**src/rtl/cache_refill_pkg.sv**
```systemverilog
// Shared types and helpers for the cache miss/refill sequencer.
// Supports up to 32 ways (bin2onehot result width).
package cache_refill_pkg;

  typedef enum logic [1:0] {
    ST_IDLE   = 2'd0,
    ST_VICTIM = 2'd1,
    ST_FETCH  = 2'd2,
    ST_UPDATE = 2'd3
  } state_e;

  localparam int MAX_WAYS = 32;

  function automatic int way_w(input int n_ways);
    return (n_ways > 1) ? $clog2(n_ways) : 1;
  endfunction

  // Word-offset fields keep at least one bit so 1-word lines still have a port.
  function automatic int off_w(input int line_off_w);
    return (line_off_w > 0) ? line_off_w : 1;
  endfunction

  function automatic logic [MAX_WAYS-1:0] bin2onehot(input logic [4:0] idx);
    return MAX_WAYS'(1) << idx;
  endfunction

endpackage

```
**src/rtl/cache_refill_ctrl_if.sv**
```systemverilog
// Bundle of lookup, replacement-policy, back-end memory and array-write
// signals around cache_refill_ctrl; slave is the controller, master the rest.
interface cache_refill_ctrl_if
  import cache_refill_pkg::*;
#(
  parameter int N_WAYS     = 4,
  parameter int LINE_OFF_W = 2,
  parameter int LINE_W     = 4,
  parameter int ADDR_W     = 12,
  parameter int DATA_W     = 32
);
  localparam int WAY_W = way_w(N_WAYS);
  localparam int OFF_W = off_w(LINE_OFF_W);

  // Handshakes: a lookup is taken in any cycle with req_valid & req_ready;
  // a memory word moves when mem_valid & mem_ready, mem_valid/mem_addr stay
  // stable until then, and mem_ready without mem_valid carries no meaning.
  logic                req_valid;
  logic [ADDR_W-1:0]   req_addr;
  logic                hit;
  logic [N_WAYS-1:0]   hit_way;
  logic                req_ready;

  logic                rp_write_en;
  logic [N_WAYS-1:0]   rp_way_hit;
  logic [LINE_W-1:0]   rp_line_addr;
  logic [WAY_W-1:0]    rp_way_select;

  logic                mem_valid;
  logic [ADDR_W-1:0]   mem_addr;
  logic [DATA_W-1:0]   mem_rdata;
  logic                mem_ready;

  logic                data_we;
  logic [N_WAYS-1:0]   data_way;
  logic [OFF_W-1:0]    data_off;
  logic [DATA_W-1:0]   data_wdata;
  logic                tag_we;
  logic                busy;

  modport slave (
    input  req_valid, req_addr, hit, hit_way, rp_way_select, mem_rdata, mem_ready,
    output req_ready, rp_write_en, rp_way_hit, rp_line_addr, mem_valid, mem_addr,
           data_we, data_way, data_off, data_wdata, tag_we, busy
  );

  modport master (
    output req_valid, req_addr, hit, hit_way, rp_way_select, mem_rdata, mem_ready,
    input  req_ready, rp_write_en, rp_way_hit, rp_line_addr, mem_valid, mem_addr,
           data_we, data_way, data_off, data_wdata, tag_we, busy
  );

endinterface

```
**src/rtl/refill_word_cnt.sv**
```systemverilog
// Word-within-line counter for refills: clear, enable, wrap on last word.
// With LINE_OFF_W = 0 the count is pinned at 0, so last_o is always 1.
module refill_word_cnt
  import cache_refill_pkg::*;
#(
  parameter int LINE_OFF_W = 2,
  parameter int OFF_W      = off_w(LINE_OFF_W)
) (
  input  logic             clk,
  input  logic             reset,
  input  logic             clr_i,
  input  logic             en_i,
  output logic [OFF_W-1:0] cnt_o,
  output logic             last_o
);

  localparam logic [OFF_W-1:0] LAST = OFF_W'((2 ** LINE_OFF_W) - 1);

  logic [OFF_W-1:0] cnt_q, cnt_d;

  assign cnt_o  = cnt_q;
  assign last_o = (cnt_q == LAST);

  always_comb begin
    cnt_d = cnt_q;
    if (clr_i) begin
      cnt_d = '0;
    end else if (en_i) begin
      cnt_d = last_o ? '0 : cnt_q + OFF_W'(1);
    end
  end

  always_ff @(posedge clk) begin
    if (reset) begin
      cnt_q <= '0;
    end else begin
      cnt_q <= cnt_d;
    end
  end

endmodule

```
**src/rtl/cache_refill_ctrl.sv**
```systemverilog
// Miss/refill sequencer: serialises policy updates for hits and refills.
// Optional hit/miss counters are built when CACHE_REFILL_CTRL_PERF_EN is defined.
module cache_refill_ctrl
  import cache_refill_pkg::*;
#(
  parameter int N_WAYS     = 4,
  parameter int LINE_OFF_W = 2,
  parameter int LINE_W     = 4,
  parameter int ADDR_W     = 12,
  parameter int DATA_W     = 32
) (
  input  logic   clk,
  input  logic   reset,
`ifdef CACHE_REFILL_CTRL_PERF_EN
  input  logic        cnt_clr,
  output logic [31:0] hit_cnt,
  output logic [31:0] miss_cnt,
`endif
  output state_e state_o,
  cache_refill_ctrl_if.slave bus
);

  localparam int WAY_W = way_w(N_WAYS);
  localparam int OFF_W = off_w(LINE_OFF_W);
  localparam logic [ADDR_W-1:0] OFF_MASK = ADDR_W'((2 ** LINE_OFF_W) - 1);

  state_e             state_q, state_d;
  logic [ADDR_W-1:0]  addr_q, addr_d;
  logic [WAY_W-1:0]   victim_q, victim_d;
  logic               hit_pend_q, hit_pend_d;
  logic [N_WAYS-1:0]  hit_way_q, hit_way_d;
  logic [LINE_W-1:0]  hit_line_q, hit_line_d;

  logic [OFF_W-1:0]   word_cnt;
  logic               word_last;
  logic               cnt_clear;
  logic               cnt_en;
  logic               lookup_hit;
  logic [LINE_W-1:0]  req_line;
  logic [LINE_W-1:0]  lat_line;
  logic [N_WAYS-1:0]  victim_oh;

  assign req_line   = bus.req_addr[LINE_OFF_W +: LINE_W];
  assign lat_line   = addr_q[LINE_OFF_W +: LINE_W];
  assign lookup_hit = bus.hit & (|bus.hit_way);
  assign victim_oh  = N_WAYS'(bin2onehot(5'(victim_q)));
  assign state_o    = state_q;

  refill_word_cnt #(
    .LINE_OFF_W (LINE_OFF_W)
  ) u_word_cnt (
    .clk    (clk),
    .reset  (reset),
    .clr_i  (cnt_clear),
    .en_i   (cnt_en),
    .cnt_o  (word_cnt),
    .last_o (word_last)
  );

  always_comb begin
    state_d     = state_q;
    addr_d      = addr_q;
    victim_d    = victim_q;
    hit_pend_d  = 1'b0;
    hit_way_d   = hit_way_q;
    hit_line_d  = hit_line_q;
    cnt_clear   = 1'b0;
    cnt_en      = 1'b0;

    bus.req_ready    = 1'b0;
    bus.rp_write_en  = 1'b0;
    bus.rp_way_hit   = '0;
    bus.rp_line_addr = lat_line;
    bus.mem_valid    = 1'b0;
    bus.mem_addr     = (addr_q & ~OFF_MASK) | ADDR_W'(word_cnt);
    bus.data_we      = 1'b0;
    bus.data_way     = victim_oh;
    bus.data_off     = word_cnt;
    bus.data_wdata   = bus.mem_rdata;
    bus.tag_we       = 1'b0;
    bus.busy         = 1'b0;

    case (state_q)
      ST_IDLE: begin
        bus.req_ready    = 1'b1;
        bus.rp_line_addr = req_line;
        if (bus.req_valid) begin
          if (lookup_hit) begin
            hit_pend_d = 1'b1;
            hit_way_d  = bus.hit_way;
            hit_line_d = req_line;
          end else begin
            addr_d  = bus.req_addr;
            state_d = ST_VICTIM;
          end
        end
      end
      ST_VICTIM: begin
        bus.busy  = 1'b1;
        victim_d  = bus.rp_way_select;
        cnt_clear = 1'b1;
        state_d   = ST_FETCH;
      end
      ST_FETCH: begin
        bus.busy      = 1'b1;
        bus.mem_valid = 1'b1;
        if (bus.mem_ready) begin
          bus.data_we = 1'b1;
          cnt_en      = 1'b1;
          if (word_last) begin
            bus.tag_we = 1'b1;
            state_d    = ST_UPDATE;
          end
        end
      end
      ST_UPDATE: begin
        bus.busy        = 1'b1;
        bus.rp_write_en = 1'b1;
        bus.rp_way_hit  = victim_oh;
        state_d         = ST_IDLE;
      end
      default: state_d = ST_IDLE;
    endcase

    // A hit registered last cycle owns the policy port this cycle.
    if (hit_pend_q) begin
      bus.rp_write_en  = 1'b1;
      bus.rp_way_hit   = hit_way_q;
      bus.rp_line_addr = hit_line_q;
    end
  end

  always_ff @(posedge clk) begin
    if (reset) begin
      state_q    <= ST_IDLE;
      addr_q     <= '0;
      victim_q   <= '0;
      hit_pend_q <= 1'b0;
      hit_way_q  <= '0;
      hit_line_q <= '0;
    end else begin
      state_q    <= state_d;
      addr_q     <= addr_d;
      victim_q   <= victim_d;
      hit_pend_q <= hit_pend_d;
      hit_way_q  <= hit_way_d;
      hit_line_q <= hit_line_d;
    end
  end

`ifdef CACHE_REFILL_CTRL_PERF_EN
  logic        acc_hit, acc_miss;
  logic [31:0] hit_cnt_q, hit_cnt_d;
  logic [31:0] miss_cnt_q, miss_cnt_d;

  assign acc_hit  = (state_q == ST_IDLE) & bus.req_valid & lookup_hit;
  assign acc_miss = (state_q == ST_IDLE) & bus.req_valid & ~lookup_hit;
  assign hit_cnt  = hit_cnt_q;
  assign miss_cnt = miss_cnt_q;

  // Counters saturate; a clear wins over a same-cycle increment.
  always_comb begin
    hit_cnt_d  = hit_cnt_q;
    miss_cnt_d = miss_cnt_q;
    if (cnt_clr) begin
      hit_cnt_d  = '0;
      miss_cnt_d = '0;
    end else begin
      if (acc_hit && (hit_cnt_q != '1)) begin
        hit_cnt_d = hit_cnt_q + 32'd1;
      end
      if (acc_miss && (miss_cnt_q != '1)) begin
        miss_cnt_d = miss_cnt_q + 32'd1;
      end
    end
  end

  always_ff @(posedge clk) begin
    if (reset) begin
      hit_cnt_q  <= '0;
      miss_cnt_q <= '0;
    end else begin
      hit_cnt_q  <= hit_cnt_d;
      miss_cnt_q <= miss_cnt_d;
    end
  end
`endif

endmodule

```
**src/flat_wrapper.sv**
```systemverilog
// flat-port wrapper written by rule: the top's interface ports become plain ports
module cache_refill_ctrl_flat import cache_refill_pkg::*;
#(
  parameter int N_WAYS     = 4,
  parameter int LINE_OFF_W = 2,
  parameter int LINE_W     = 4,
  parameter int ADDR_W     = 12,
  parameter int DATA_W     = 32
)
  (clk, reset, state_o, bus_req_valid, bus_req_addr, bus_hit, bus_hit_way, bus_rp_way_select, bus_mem_rdata, bus_mem_ready, bus_req_ready, bus_rp_write_en, bus_rp_way_hit, bus_rp_line_addr, bus_mem_valid, bus_mem_addr, bus_data_we, bus_data_way, bus_data_off, bus_data_wdata, bus_tag_we, bus_busy);
  cache_refill_ctrl_if #(.N_WAYS(N_WAYS), .LINE_OFF_W(LINE_OFF_W), .LINE_W(LINE_W), .ADDR_W(ADDR_W), .DATA_W(DATA_W)) bus_i ();
  input  logic clk;
  input  logic reset;
  output state_e state_o;
  input wire logic [$bits(bus_i.req_valid)-1:0] bus_req_valid;
  input wire logic [$bits(bus_i.req_addr)-1:0] bus_req_addr;
  input wire logic [$bits(bus_i.hit)-1:0] bus_hit;
  input wire logic [$bits(bus_i.hit_way)-1:0] bus_hit_way;
  input wire logic [$bits(bus_i.rp_way_select)-1:0] bus_rp_way_select;
  input wire logic [$bits(bus_i.mem_rdata)-1:0] bus_mem_rdata;
  input wire logic [$bits(bus_i.mem_ready)-1:0] bus_mem_ready;
  output wire logic [$bits(bus_i.req_ready)-1:0] bus_req_ready;
  output wire logic [$bits(bus_i.rp_write_en)-1:0] bus_rp_write_en;
  output wire logic [$bits(bus_i.rp_way_hit)-1:0] bus_rp_way_hit;
  output wire logic [$bits(bus_i.rp_line_addr)-1:0] bus_rp_line_addr;
  output wire logic [$bits(bus_i.mem_valid)-1:0] bus_mem_valid;
  output wire logic [$bits(bus_i.mem_addr)-1:0] bus_mem_addr;
  output wire logic [$bits(bus_i.data_we)-1:0] bus_data_we;
  output wire logic [$bits(bus_i.data_way)-1:0] bus_data_way;
  output wire logic [$bits(bus_i.data_off)-1:0] bus_data_off;
  output wire logic [$bits(bus_i.data_wdata)-1:0] bus_data_wdata;
  output wire logic [$bits(bus_i.tag_we)-1:0] bus_tag_we;
  output wire logic [$bits(bus_i.busy)-1:0] bus_busy;
  assign bus_i.req_valid = bus_req_valid;
  assign bus_i.req_addr = bus_req_addr;
  assign bus_i.hit = bus_hit;
  assign bus_i.hit_way = bus_hit_way;
  assign bus_i.rp_way_select = bus_rp_way_select;
  assign bus_i.mem_rdata = bus_mem_rdata;
  assign bus_i.mem_ready = bus_mem_ready;
  assign bus_req_ready = bus_i.req_ready;
  assign bus_rp_write_en = bus_i.rp_write_en;
  assign bus_rp_way_hit = bus_i.rp_way_hit;
  assign bus_rp_line_addr = bus_i.rp_line_addr;
  assign bus_mem_valid = bus_i.mem_valid;
  assign bus_mem_addr = bus_i.mem_addr;
  assign bus_data_we = bus_i.data_we;
  assign bus_data_way = bus_i.data_way;
  assign bus_data_off = bus_i.data_off;
  assign bus_data_wdata = bus_i.data_wdata;
  assign bus_tag_we = bus_i.tag_we;
  assign bus_busy = bus_i.busy;
  cache_refill_ctrl #(.N_WAYS(N_WAYS), .LINE_OFF_W(LINE_OFF_W), .LINE_W(LINE_W), .ADDR_W(ADDR_W), .DATA_W(DATA_W)) u_core (.clk(clk), .reset(reset), .state_o(state_o), .bus(bus_i));
endmodule
```
**config.mk**
```make
export PLATFORM = sky130hd
export DESIGN_NAME = cache_refill_ctrl_flat
export DESIGN_NICKNAME = d
export VERILOG_FILES = /design/src/rtl/cache_refill_pkg.sv /design/src/rtl/cache_refill_ctrl_if.sv /design/src/rtl/refill_word_cnt.sv /design/src/rtl/cache_refill_ctrl.sv /design/src/flat_wrapper.sv
export SDC_FILE = /design/constraint.sdc
export NUM_CORES = 1
export LEC_CHECK = 0
export BUFFER_PORTS_ARGS = -buffer_cell sky130_fd_sc_hd__buf_2
export CAP_MARGIN = 20
export CORE_MARGIN = 2
export CORE_UTILIZATION = 39
export CTS_CLUSTER_DIAMETER = 100
export CTS_CLUSTER_SIZE = 10
export DETAILED_ROUTE_END_ITERATION = 12
export MAX_ROUTING_LAYER = met4
export PLACE_DENSITY = 0.86
export SLEW_MARGIN = 20
export SYNTH_ARGS = -nofsm -noshare
export SYNTH_HDL_FRONTEND = slang
export SYNTH_HIERARCHICAL = 1
export SYNTH_SLANG_ARGS = --single-unit
```
**constraint.sdc**
```tcl
create_clock -name clk -period 1.8 [get_ports clk]
set_input_delay 0.18 -clock clk [delete_from_list [all_inputs] [get_ports clk]]
set_output_delay 0.18 -clock clk [all_outputs]
set_load 0.005 [all_outputs]
```
Yosys cells after proc, flatten, opt, wreduce, memory -nomap -nowiden
Index checks and enable logic that the tools add are counted.
Widths: inputs -> output; s select.
{ "word_totals": {"register_bits": 27, "output_inout_bits": 66, "elab_cells": 52} }
{ "classes": {"addsub": 1, "n_eq_ne": 8, "shifts": 1, "muxes": 22, "n_bitwise": 5, "n_reduce_logical": 8} }
{ "op_table": {"columns": ["cell", "n"], "rows": [
  ["$mux 4", 4],
  ["$mux 1", 12],
  ["$or 12x2->12", 1],
  ["$mux 2", 5],
  ["$ne 2x2->1 const B", 4],
  ["$pmux 2 s4", 1],
  ["$eq 2x2->1 const B", 3],
  ["$reduce_and 3->1", 2],
  ["$reduce_or 3->1", 2],
  ["$reduce_and 4->1", 1],
  ["$reduce_or 4->1", 1],
  ["$shl 1x2->4 const A", 1],
  ["$not 1->1", 3],
  ["$add 2x1->2 const B", 1],
  ["$eq 2x1->1 const B", 1],
  ["$logic_not 2->1", 1],
  ["$reduce_or 2->1", 1],
  ["$and 1x1->1", 1]
]} }

Depth between registers and ports, before layout
Gate-level depths: netlist of the first run.
{ "logic_depth": {"depth_word": 5, "depth_mapped": 8} }

Modules after synthesis
The synthesis of the first run kept the hierarchy.
{ "modules_own_cells": {"columns": ["module", "instances", "cells_per_inst", "area_per_inst_um2", "seq_area_each_um2"], "rows": [
  ["cache_refill_ctrl", 1, 174, 1406.3, 460.4],
  ["refill_word_cnt", 1, 8, 95.1, 40.0]
]} }

Least setup slack after synthesis of the first run
Ideal clock, no wire load.
{ "synth_timing": {"path_type": "register -> register", "start": "reg u_core.state_q[0], in the netlist u_core/state_o[0]", "end": "reg u_core.hit_line_q[0]", "setup_time_ns": 0.071, "arrival_time_ns": 1.520, "required_time_ns": 1.729, "slack_ns": 0.210, "path_stages_with_launch": 8, "path_buffers": 2, "synth_period_minus_slack_ns": 1.590, "cell_sequence": "dfxtp_1 inv_1 ha_1 buf_2 nand2_1 clkbuf_1 o21ai_0 a21oi_1"} }
{ "synth_between": {"elab_chain_cells": 2} }
{ "synth_lines": {"columns": ["element", "line_no", "rtl"], "rows": [
  ["start, declared", "cache_refill_ctrl.sv:27", "state_e state_q, state_d;"],
  ["start signal, assigned", "cache_refill_ctrl.sv:142", "state_q <= state_d;"],
  ["$logic_not 2->1", "cache_refill_ctrl.sv:83", "case (state_q)"],
  ["$reduce_and 3->1 (no line)", null, null],
  ["end signal, assigned", "cache_refill_ctrl.sv:147", "hit_line_q <= hit_line_d;"],
  ["end, declared", "cache_refill_ctrl.sv:32", "logic [LINE_W-1:0] hit_line_q, hit_line_d;"]
]} }
No other way between the ends.
A chain may end at the register's enable or synchronous reset.

Final worst setup path of the first run
{ "layout_timing": {"start": "reg u_core.state_q[0], in the netlist u_core/state_o[0]", "end": "out bus_rp_line_addr[0]"} }
{ "layout_between": {"elab_chain_cells": 3} }
{ "layout_lines": {"columns": ["element", "line_no", "rtl"], "rows": [
  ["$logic_not 2->1", "cache_refill_ctrl.sv:83", null],
  ["$mux 4", "cache_refill_ctrl.sv:83", null],
  ["$mux 4", "cache_refill_ctrl.sv:126", "if (hit_pend_q) begin"],
  ["end, declared", "flat_wrapper.sv:25", "output wire logic [$bits(bus_i.rp_line_addr)-1:0] bus_rp_line_addr;"]
]} }
No other way between the ends.

==> reports/metrics.yaml, run 1 <==
fmax_mhz: 602
numCtsBuffers: 3
syn2layout_area_growth_pct: 8.50
dr_total_vias: 1285
final_common_cell: "buf_2"
min_to: "u_core/victim_q[0]"
drive_gt1_frac: 0.353
dp_slack_ns: 0.0897
avgSynthCellArea_sq_um: 8.25
r2r_end: "u_core/addr_q[10]"
status: "completed"
holdPathStages: 3
cp.required_ns: 1.62
grt.total_usage: 0.155
min_period_ns: 1.66
p_leak_nw: 0.742
worstSetupEndpointType: "primary output"
grt_pass1_wl_um: 5100
nFillCells: 382
p_seq_frac: 0.381
arrival_ns: 1.48
wl_per_cell_um: 12.7
cp_max_fo: 7
synth_top_area_share: 0.333
routed_wl_um: 3170
post_cts_resized: 3
port_buffers: 54
place.detailed.hpwl_um: 2290
synth_top_area_cell: "dfxtp_1"
core_sq_um: 3690
skew_ns: 0.00206
drc: 0
netlist_area_sq_um: 1500
hold_buffers: 0
p_int_mw: 1.20
max_slew_margin: 0.561
clkSlewWorstSetupHoldPaths_ns: 0.08
p_comb_frac: 0.450
drt_iter0_drc: 74
initial_core_util: 0.407
fin_util: 0.442
synth.distinct_cells: 25
clk_path_buf_depth: 2
ctsRootBufferMaster: "clkbuf_8"
multi_input_area_sq_um: 701
finalSetupTns_ns: 0
setup_viol: 0
cts.sinks: 25
slew_violations: 0
synth_fp_nets: 243
cts_max_level: 1
ys_top_cells_by_area: "dfxtp_1 (33%), buf_4 (17%), o21ai_0 (8.0%)"
syn_inst: 182
crit_type: "reg2out"
startpoint_type: "flip-flop"
seq_area_sq_um: 503
nets: 263
vias_per_cell: 5.16
clk_latency_ns: 0.26
ios: 121
tritoncts: "done"
rrSetupSlack_ns: 0.23
post-route-period-util: 0.923
rows: 22
antenna_found_initial: 0
mostFrequentLayoutCells: "buf_2 (54), o21ai_0 (24), dfxtp_1 (23)"
rsz0062_at_grt: "no"
tightest_slew_ns: 0.659
vdd_drop_max_v: 0.000501
p_sw_frac: 0.371
grt_overflow: 0
diodes: 0
ys_warn_count: 6
drv_cap: 0
die-width_um: 66.0
firstDrtPassIters: 4
reg2reg_from: "u_core/state_o[0]"
worst_hold_path_type: "in2reg"
final_antenna_net_count: 0
ys_ff_latch: 25
p_per_area_nw_per_um2: 1170
cts_setup_buffers: 0
grt_max_degree: 25
finalWorstSetupSlack_ns: 0.139
die_h_um: 66.0
first_global_vias: 1128
synth-seq-area-share: 0.333
die_area_sq_um: 4360
gp_congestion: 0.788
p_sw_mw: 0.706
hold_violations: 0
clockPowerShare: 0.169
reg2reg_depth: 5
hold_path.startpoint: "bus_rp_way_select[0]"
power groups by stage:
stage	registers (mW)	logic, mW	clock network [mW]
2_1_floorplan	0.717	0.584	0
3_3_place_gp	0.729	0.808	0
3_5_place_dp	0.731	0.827	0
4_1_cts	0.723	0.836	0.337
5_1_grt	0.742	0.953	0.367
6_report	0.726	0.857	0.321
area by class of cell:
class	instances	area share
multi-input cells	109	0.430
inverters	5	0.0115
flip-flops and latches	25	0.309
repair buffers	58	0.184
clock buffers	3	0.0253
clock inverters	1	0.00307
well taps	48	0.0369
critical path, stage by stage, from the launching register on:
cell and delay [ns]:
dfxtp_2 0.38, inv_2 0.07, ha_4 0.18, buf_4 0.16, mux2i_1 0.11, o21ai_0 0.16, buf_2 0.15
routing by layer:
layer | vias up | share of wire | track usage
li1 | 633 | - | -
met1 | 595 | 0.42 | 0.184
met2 | 53 | 0.50 | 0.268
met3 | 4 | 0.078 | 0.0375
met4 | 0 | 0.0038 | 0.0332
met5 | - | 0 | -
how the worst max path moves through the flow:
stage,start,to,cells past startpoint,slack [ns]
after floorplan,u_core/state_o[0],u_core/hit_line_q[0],7,0.21
after global placement,u_core/state_o[0],u_core/hit_way_q[0],5,0.14
after detailed placement,u_core/state_o[1],u_core/addr_q[10],5,0.09
after CTS,u_core/state_o[0],bus_rp_line_addr[0],6,0.03
after global routing,u_core/state_o[0],bus_rp_line_addr[2],6,0.04
final,u_core/state_o[0],bus_rp_line_addr[0],6,0.14
flip-flops by register name, indices dropped and copies added (netlist names):
| name | cells |
|---|---|
| u_core/hit_pend_q | 1 |
| u_core/addr_q | 10 |
| u_core/u_word_cnt/cnt_o | 2 |
| u_core/victim_q | 2 |
| u_core/state_o | 2 |
| u_core/hit_way_q | 4 |
| u_core/hit_line_q | 4 |
stage by stage:
stage / std cells / power [mW] / hold slack, ns / area, sq um
2_1_floorplan: 182 / 1.30 / 0.245 / 1500
3_3_place_gp: 245 / 1.54 / 0.360 / 1570
6_report: 249 / 1.90 / 0.153 / 1630
4_1_cts: 249 / 1.90 / 0.147 / 1620
5_1_grt: 249 / 2.06 / 0.142 / 1630
3_5_place_dp: 245 / 1.56 / 0.360 / 1570
Yosys cell counts:
library cell  instances
buf_4                34
ha_1                  6
a211oi_2              1
nand3_1              20
o21ai_0              24
or3b_1                1
clkbuf_1              5
inv_1                 5
and2_1                3
and3_1                1
mux2i_1               8
or2_2                 1
nand2b_1              1
nor2b_1               2
a21oi_1              18
buf_2                 4
o41a_1                1
a221oi_2              1
a32o_1                2
nor3_1                2
o41ai_4               1
nor2_1                5
o221a_1               1
dfxtp_1              25
nand2_1              10
logic make-up after synthesis:
group,synth area share
DFF,0.333
and+or+nand+nor,0.150
AOI/OAI and AO/OA,0.205
muxes,0.0533
adders and majority gates,0.0500
buffers and inverters,0.208
No activity file was read; power rests on OpenSTA's default activity.
==> run 2, diff against run 1 <==
--- a/config.mk
+++ b/config.mk
@@ -8,14 +8,13 @@
 export BUFFER_PORTS_ARGS = -buffer_cell sky130_fd_sc_hd__buf_2
 export CAP_MARGIN = 20
 export CORE_MARGIN = 2
-export CORE_UTILIZATION = 39
+export CORE_UTILIZATION = 40
 export CTS_CLUSTER_DIAMETER = 100
 export CTS_CLUSTER_SIZE = 10
 export DETAILED_ROUTE_END_ITERATION = 12
 export MAX_ROUTING_LAYER = met4
-export PLACE_DENSITY = 0.86
+export PLACE_DENSITY = 0.87
 export SLEW_MARGIN = 20
 export SYNTH_ARGS = -nofsm -noshare
 export SYNTH_HDL_FRONTEND = slang
-export SYNTH_HIERARCHICAL = 1
 export SYNTH_SLANG_ARGS = --single-unit
==> reports/metrics.yaml, run 2 <==
grt_overflow: 0
dr_total_vias: 1156
post-route-period-util: 0.917
fin_util: 0.458
largest_reg_flops: 10
cts_setup_buffers: 0
drc: 0
hold_buffers: 0
cp_max_fo: 12
drt_iter0_drc: 50
first_global_vias: 1037
numCtsBuffers: 3
ctsRootBufferMaster: "clkbuf_8"
antenna_found_initial: 0
synth-seq-area-share: 0.319
min_period_ns: 1.65
arrival_ns: 1.47
finalSetupTns_ns: 0
place.detailed.hpwl_um: 2160
tritoncts: "done"
wl_per_cell_um: 11.9
firstDrtPassIters: 4
grt_max_degree: 41
crit_type: "reg2out"
yosys-top-cells-count: "buf_4 (34), nand2b_1 (34), mux2i_1 (27)"
fmax_mhz: 606
async_flop_share: 0
status: "completed"
synth_fp_nets: 237
synth_top_area_share: 0.319
drive_gt1_frac: 0.321
cts_max_level: 1
mostFrequentLayoutCells: "buf_2 (54), nand2b_1 (34), mux2i_1 (27)"
max_slew_margin: 0.647
routed_wl_um: 2900
clk_latency_ns: 0.26
core_sq_um: 3720
syn2layout_area_growth_pct: 8.54
synth_edf_count: 0
ios: 121
netlist_area_sq_um: 1570
ys_ff_latch: 25
p_leak_nw: 0.838
vias_per_cell: 4.74
die_h_um: 66.6
regMostFlops: "u_core.addr_q"
vdd_drop_max_v: 0.000686
nets: 257
syn_inst: 177
grt_pass1_wl_um: 4560
p_per_area_nw_per_um2: 1040
cts.sinks: 25
worstSetupEndpointType: "primary output"
die_area_sq_um: 4440
reg.largest.list: "u_core.addr_q x10, u_core.hit_line_q x4, u_core.hit_way_q x4"
synth.distinct_cells: 21
initial_core_util: 0.422
rows: 22
grt.total_usage: 0.135
cp.required_ns: 1.62
die-width_um: 66.6
ys.flop_type: "dfxtp_1"
hold_violations: 0
ys_top_cells_by_area: "dfxtp_1 (32%), mux2i_1 (17%), buf_4 (16%)"
clk_path_buf_depth: 2
ys_warn_count: 0
startpoint_type: "flip-flop"
setup_viol: 0
worst_hold_path_type: "in2reg"
avgSynthCellArea_sq_um: 8.86
reg2reg_depth: 5
final_antenna_net_count: 0
clkSlewWorstSetupHoldPaths_ns: 0.08
port_buffers: 54
holdPathStages: 3
synth_top_area_cell: "dfxtp_1"
rsz0062_at_grt: "no"
diodes: 0
skew_ns: 0.00346
gp_congestion: 0.723
slew_violations: 0
final_common_cell: "buf_2"
drv_cap: 0
tightest_slew_ns: 0.529
-- run 2: worst paths after layout --
kind | from | endpoint | slack (ns)
worst max-delay path | u_core.state_o[0] | bus_rp_line_addr[0] | 0.15
worst min-delay path | bus_rp_way_select[0] | u_core.victim_q[0] | 0.16
worst max register to register | u_core.state_o[0] | u_core.state_o[0] | 0.32
worst min register to register | u_core.addr_q[10] | u_core.addr_q[10] | 0.47
-- run 2: kinds of logic (layout without fill, tap and decap cells) --
group,Yosys count,count (layout),synth area share
AO/OA/AOI/OAI,11,11,0.0535
adder cells (fa/ha/maj),5,5,0.0399
buffers and inverters,46,65,0.192
flip-flops,25,25,0.319
multiplexers,27,27,0.172
AND/OR/NAND/NOR,63,63,0.223
-- run 2: repair_timing --
item,CTS,global route
endpoints found under the hold margin,0,0
gates resized for setup,1,1
cloned,0,0
setup endpoints to repair,4,4
-- run 2: critical path, cell delays in order, from the launching register on --
cell	delay, ns
dfxtp_1	0.34
inv_1	0.17
ha_4	0.26
mux2i_1	0.19
o21ai_0	0.09
buf_2	0.15
-- run 2: through the flow --
stage	worst slack, ns	total power, mW	std cells	hold slack [ns]	area, sq um
after floorplan	0.141	1.22	177	0.327	1570
after global placement	0.165	1.41	240	0.360	1640
after detailed placement	0.0962	1.43	240	0.360	1640
after CTS	0.0339	1.78	244	0.144	1690
after global routing	0.0468	1.91	244	0.166	1700
final	0.150	1.77	244	0.158	1700
-- run 2: final cells by class --
type	instances	area, sq um
fillers	386	2010
multi-input cells	106	779
clock buffers	4	45.0
flip-flops and latches	25	500
repair buffers	56	298
inverters	5	18.8
well taps	48	60.1
-- run 2: where the power goes --
group,switching [mW],leakage [nW],internal [mW]
combinational,0.349,0.611,0.383
sequential,0.0725,0.204,0.635
clock,0.171,0.0228,0.158
total,0.593,0.838,1.18
-- run 2: routing by layer --
metal	share of wire	GRT usage	routed length (um)	up-vias
li1	-	-	-	584
met4	0.012	0.0332	34	0
met3	0.077	0.0405	223	6
met2	0.47	0.223	1370	48
met1	0.44	0.163	1270	518
met5	0	-	0	-
